$ cat config.mk
export PLATFORM = sky130hd
export DESIGN_NAME = riscv_reg_wr_arb
export DESIGN_NICKNAME = d
export VERILOG_FILES = /design/src/rtl/riscv_reg_wr_arb.sv
export SDC_FILE = /design/constraint.sdc
export NUM_CORES = 1
export LEC_CHECK = 0
export BUFFER_PORTS_ARGS = -buffer_cell sky130_fd_sc_hd__buf_4
export CAP_MARGIN = 30
export CORE_MARGIN = 2
export CORE_UTILIZATION = 48
export CTS_CLUSTER_DIAMETER = 150
export CTS_CLUSTER_SIZE = 8
export DETAILED_ROUTE_END_ITERATION = 6
export PLACE_DENSITY = 0.89
export SETUP_SLACK_MARGIN = 0.5
export SLEW_MARGIN = 20
export SYNTH_ARGS = -nofsm -noshare
export SYNTH_HDL_FRONTEND = slang
export SYNTH_SLANG_ARGS = --single-unit
$ cat constraint.sdc
create_clock -name clk -period 6.6 [get_ports clk]
set_input_delay 1.32 -clock clk [delete_from_list [all_inputs] [get_ports clk]]
set_output_delay 1.32 -clock clk [all_outputs]
set_load 0.02 [all_outputs]
$ cat src/rtl/riscv_reg_wr_arb.sv
// riscv_reg_wr_arb
// -----------------------------------------------------------------------------
// Write-port controller for the 32x32 RISC-V register file. Once reset is
// released it can zero-fill x1..x31. It then shares the one write port between
// requester A (ALU writeback) and requester B (load/debug writeback), using
// round-robin arbitration.
//
// Ports
//   clk, rst                  clock (rising edge); asynchronous active-high reset
//   a_valid/a_addr/a_data     requester A write request
//   a_ready                   A transfer accepted this cycle (combinational)
//   b_valid/b_addr/b_data     requester B write request
//   b_ready                   B transfer accepted this cycle (combinational)
//   wr_en/wr_addr/wr_data     registered register-file write port
//   busy                      zero-fill sweep in progress
//   state_dbg                 current FSM state (0 = CLEAR, 1 = RUN)
//
// Handshake: a transfer happens on a rising edge where valid & ready are both
// high. A requester holds addr/data stable from raising valid until that edge.
// ready depends on valid but valid never depends on ready. At most one ready is
// high per cycle. The accepted write reaches the write port one cycle later.
// -----------------------------------------------------------------------------
module riscv_reg_wr_arb #(
    parameter int DATA_W         = 32,
    parameter int ADDR_W         = 5,
    parameter bit CLEAR_ON_RESET = 1'b1
) (
    input  logic              clk,
    input  logic              rst,
    input  logic              a_valid,
    output logic              a_ready,
    input  logic [ADDR_W-1:0] a_addr,
    input  logic [DATA_W-1:0] a_data,
    input  logic              b_valid,
    output logic              b_ready,
    input  logic [ADDR_W-1:0] b_addr,
    input  logic [DATA_W-1:0] b_data,
    output logic              wr_en,
    output logic [ADDR_W-1:0] wr_addr,
    output logic [DATA_W-1:0] wr_data,
    output logic              busy,
    output logic              state_dbg
);

    typedef enum logic {
        ST_CLEAR = 1'b0,
        ST_RUN   = 1'b1
    } state_t;

    localparam logic [ADDR_W-1:0] LAST_IDX  = {ADDR_W{1'b1}};
    localparam logic [ADDR_W-1:0] FIRST_IDX = ADDR_W'(1);

    state_t              state_q, state_d;
    logic [ADDR_W-1:0]   clr_idx_q, clr_idx_d;
    logic                prio_q, prio_d;      // 0 = A preferred, 1 = B preferred
    logic                wr_en_q, wr_en_d;
    logic [ADDR_W-1:0]   wr_addr_q, wr_addr_d;
    logic [DATA_W-1:0]   wr_data_q, wr_data_d;

    always_ff @(posedge clk or posedge rst) begin
        if (rst) begin
            if (CLEAR_ON_RESET) state_q <= ST_CLEAR;
            else                state_q <= ST_RUN;
            clr_idx_q <= FIRST_IDX;
            prio_q    <= 1'b0;
            wr_en_q   <= 1'b0;
            wr_addr_q <= '0;
            wr_data_q <= '0;
        end else begin
            state_q   <= state_d;
            clr_idx_q <= clr_idx_d;
            prio_q    <= prio_d;
            wr_en_q   <= wr_en_d;
            wr_addr_q <= wr_addr_d;
            wr_data_q <= wr_data_d;
        end
    end

    always_comb begin
        state_d   = state_q;
        clr_idx_d = clr_idx_q;
        prio_d    = prio_q;
        wr_en_d   = 1'b0;
        wr_addr_d = wr_addr_q;
        wr_data_d = wr_data_q;
        a_ready   = 1'b0;
        b_ready   = 1'b0;

        case (state_q)
            ST_CLEAR: begin
                wr_en_d   = 1'b1;
                wr_addr_d = clr_idx_q;
                wr_data_d = '0;
                clr_idx_d = clr_idx_q + ADDR_W'(1);
                if (clr_idx_q == LAST_IDX) state_d = ST_RUN;
            end
            ST_RUN: begin
                // With CLEAR_ON_RESET=0 the state is already RUN during reset,
                // so ready is also gated by rst to stay low while it is held.
                a_ready = !rst && a_valid && (!b_valid || !prio_q);
                b_ready = !rst && b_valid && (!a_valid ||  prio_q);
                if (a_ready) begin
                    prio_d = 1'b1;
                    // A write to x0 still counts as a grant but never reaches the file.
                    if (a_addr != '0) begin
                        wr_en_d   = 1'b1;
                        wr_addr_d = a_addr;
                        wr_data_d = a_data;
                    end
                end else if (b_ready) begin
                    prio_d = 1'b0;
                    if (b_addr != '0) begin
                        wr_en_d   = 1'b1;
                        wr_addr_d = b_addr;
                        wr_data_d = b_data;
                    end
                end
            end
            default: state_d = ST_RUN;
        endcase
    end

    assign wr_en     = wr_en_q;
    assign wr_addr   = wr_addr_q;
    assign wr_data   = wr_data_q;
    assign busy      = (state_q == ST_CLEAR);
    assign state_dbg = state_q;

endmodule

==> impl_results.md <==
- CTS tree: built
- Post-synth top area cell: dfrtp_1
- Syn Nets: 245
- Starting Density: between 40% and 50%
- Clk root buf: clkbuf_8
- Synth Register Bits: between 40 and 50
- Worst Path Class, Setup: in -> out
- Worst Path Max Fanout: 25
- Internal: 0.000610 W
- Htree depth: 2
- Switching power: about 0.00027 W
- # DRC: 0
- Post-Synth XOR/XNOR Area: 1.16%
- Syn Area/Cell: 13.7 µm²
- Worst reg-to-reg path cell count: 5
- Sequential share of power: 41.3%
- Cts hold-fix bufs: 0
- First-pass GRT wire length: between 7 and 8 mm
- Die height: around 73 µm
- Fraction of the mapped netlist area in compound gates: about 17%
- Vias/cell: around 5.3
- DIE AREA: 5290 µm²
- Layout fillers: roughly 330
- Post-CTS resize count: 0
- Count leader, synth: dfrtp_1
- R2R Setup Slk: 4.19 ns
- Ys flop type: dfrtp_1
- Hold WC Path Type: reg -> reg
- Via count: 1768
- Synth cell types: 31
- Number of buffers created by CTS: 5
- Cells after Synth: between 150 and 200
- Tcrit/Tclk final: 56.3%
- PortBufs: 119
- DRT Pass-1 Iters: 4
- Avg WL per Cell: roughly 15 µm
- Vias in the first global route: between 1500 and 2000
- Setup TNS: 0 ns
- Cell depth of the worst hold path: 1
- Top post-synthesis cells by count: 44 x dfrtp_1, 32 x a22o_1, 16 x mux2_2
- Worst Clk Skew: approximately 0.0033 ns
- Max-slew violations: 0
- Share of layout cells above drive strength 1: 59.4%
- DRT Wirelength: roughly 4.9 mm
- Area contributors post-synth: dfrtp_1 49%, a22o_1 12%, mux2_4 9.9%
- Rel. slew slack: ~62%
- Setup violators final: 0
- EDFF count, synth: 0
- Non-Filler Instances: 335
- Data required time at the worst endpoint: 5.28 ns
- Mux contribution to synthesized area: between 20% and 30%
- Num ports: 120
- GP Congestion: around 0.81
- Max Cap Viol: 0
- Die W: just over 70 µm
- Sw Share: between 30% and 40%
- CTS sink cnt: between 40 and 50
- Routed Antenna Nets: 0
- Core Area: 4630 µm²
- Layout area overhead: 43.5%
- Post-CTS setup repair buffer count: 0
- RSZ-0062 raised after global routing: no
- Worst setup EP type: output port
- Reg clk slew, reported paths: roughly 0.080 ns
- Critical path capture point: b_ready
- Yosys top cell area share: 48.6%
- Ys async rst share: between 90% and 100%
- DR iter-0 viols: 62
- CP arrival: about 2.4 ns
- Power Density: about 270 nW/µm²
- Max rail drop VDD: about 0.16 mV
- Period minus WS final: between 3 and 4 ns
- Run status: complete, no violations
- Comb power frac: 38.4%
- Max clock buf depth: 2
- Synthesized area: 2270 µm²
- Placed Cells: between 300 and 400
- Remaining global-route overflow: 0
- N_diodes: 0
- Row cnt: 25
- CP startpoint: rst
- Worst R2R End: wr_data[6]$_DFFE_PP0P_
- Post-Synth Simple-Gate Area: 2.76%
- Leakage: 1.74 nW
- Fmax: roughly 0.27 GHz
- Dpl hpwl: between 3 and 4 mm
- Critical Path Source Type: primary input
- Largest family of logic cells by synthesized area: multiplexers
- Clk_lat worst skew: a little under 0.3 ns
- Final Hold Violating Endpoints: 0
- Seq/Total Area, Yosys: approximately half
- Gr usage total: around 18%
- Post-Synth Adder-Cell Area: 1.10%
- Nets: between 300 and 400
- Clock power frac: approximately a fifth
- Worst Max-Slew Pin Slew: 0.565 ns
- Largest net degree at the start of global routing: 47
- Synth warnings: 0
- RR Startpoint: prio_q$_DFFE_PP0P_
- Antenna violations before repair: 0
metal layers:
layer / vias up / track usage [%] / wire (µm)
met5: - / 0 / 0
met4: 0 / 6.79 / 61
met3: 7 / 4.56 / 361
met2: 76 / 31.2 / 2460
met1: 837 / 22.3 / 1990
li1: 848 / - / -
flip-flops by register name (all words and copies together) (netlist names):
register and cells:
clr_idx_q 5, wr_addr 5, prio_q 1, state_dbg 1
wr_data 32, wr_en 1
layout by cell type (no fill, tap or decap), types with 3 or more instances in the layout:
master / count
mux2_4: 15
mux2_1: 4
xnor2_1: 3
mux2i_1: 4
a222oi_1: 4
a22o_1: 32
mux2_2: 16
dfrtp_1: 44
clkbuf_8: 7
inv_1: 8
buf_4: 121
worst min-delay path by stage:
stage,from,to
2_1_floorplan,clr_idx_q[3]$_DFFE_PP0N_,clr_idx_q[3]$_DFFE_PP0N_
3_3_place_gp,wr_data[11]$_DFFE_PP0P_,wr_data[11]$_DFFE_PP0P_
3_5_place_dp,wr_data[12]$_DFFE_PP0P_,wr_data[12]$_DFFE_PP0P_
4_1_cts,clr_idx_q[0]$_DFFE_PP1N_,clr_idx_q[0]$_DFFE_PP1N_
5_1_grt,clr_idx_q[0]$_DFFE_PP1N_,clr_idx_q[0]$_DFFE_PP1N_
6_report,clr_idx_q[0]$_DFFE_PP1N_,clr_idx_q[0]$_DFFE_PP1N_
power by group through the flow:
stage               Clock (W)  Sequential [W]  Combinational [W]
finish               0.000179        0.000365           0.000339
CTS                  0.000185        0.000366           0.000343
floorplan                   0        0.000441           0.000126
detailed placement          0        0.000371           0.000341
global placement            0        0.000368           0.000335
global route         0.000196        0.000375           0.000361
layout make-up:
class	instances	area, µm²	share of cell area [%]
repair buffers	122	936	28.8
clock inverters	1	5.00	0.154
clock buffers	7	96.3	2.96
multi-input cells	97	988	30.4
flip-flops and latches	45	1130	34.6
inverters	9	33.8	1.04
well taps	54	67.6	2.08
per-stage QoR:
step	setup WS (ns)	instance area (µm²)	util, %	power (W)	hold slack, ns
floorplan	2.45	2270	-	0.000568	0.459
global placement	2.56	3130	67.5	0.000703	0.476
detailed placement	2.51	3130	67.5	0.000712	0.485
CTS	2.52	3230	69.7	0.000894	0.502
global route	2.76	3250	70.3	0.000932	0.512
finish	2.89	3250	70.3	0.000884	0.500
logic make-up (layout without fill, tap and decap cells):
family                     Yosys count  in the layout
DFF                                 45             45
AOI/OAI and AO/OA                   42             42
muxes                               39             39
buffers and inverters               23            139
and+or+nand+nor                     11             11
xor gates and xnor gates             3              3
adders and majority gates            2              2
worst max-delay path: stages:
cell,delay [ns]
buf_4,0.12
inv_2,0.40
o211a_1,0.27
and2_1,0.15
buf_4,0.14
Note: power is estimated with default switching activity, not from simulation.
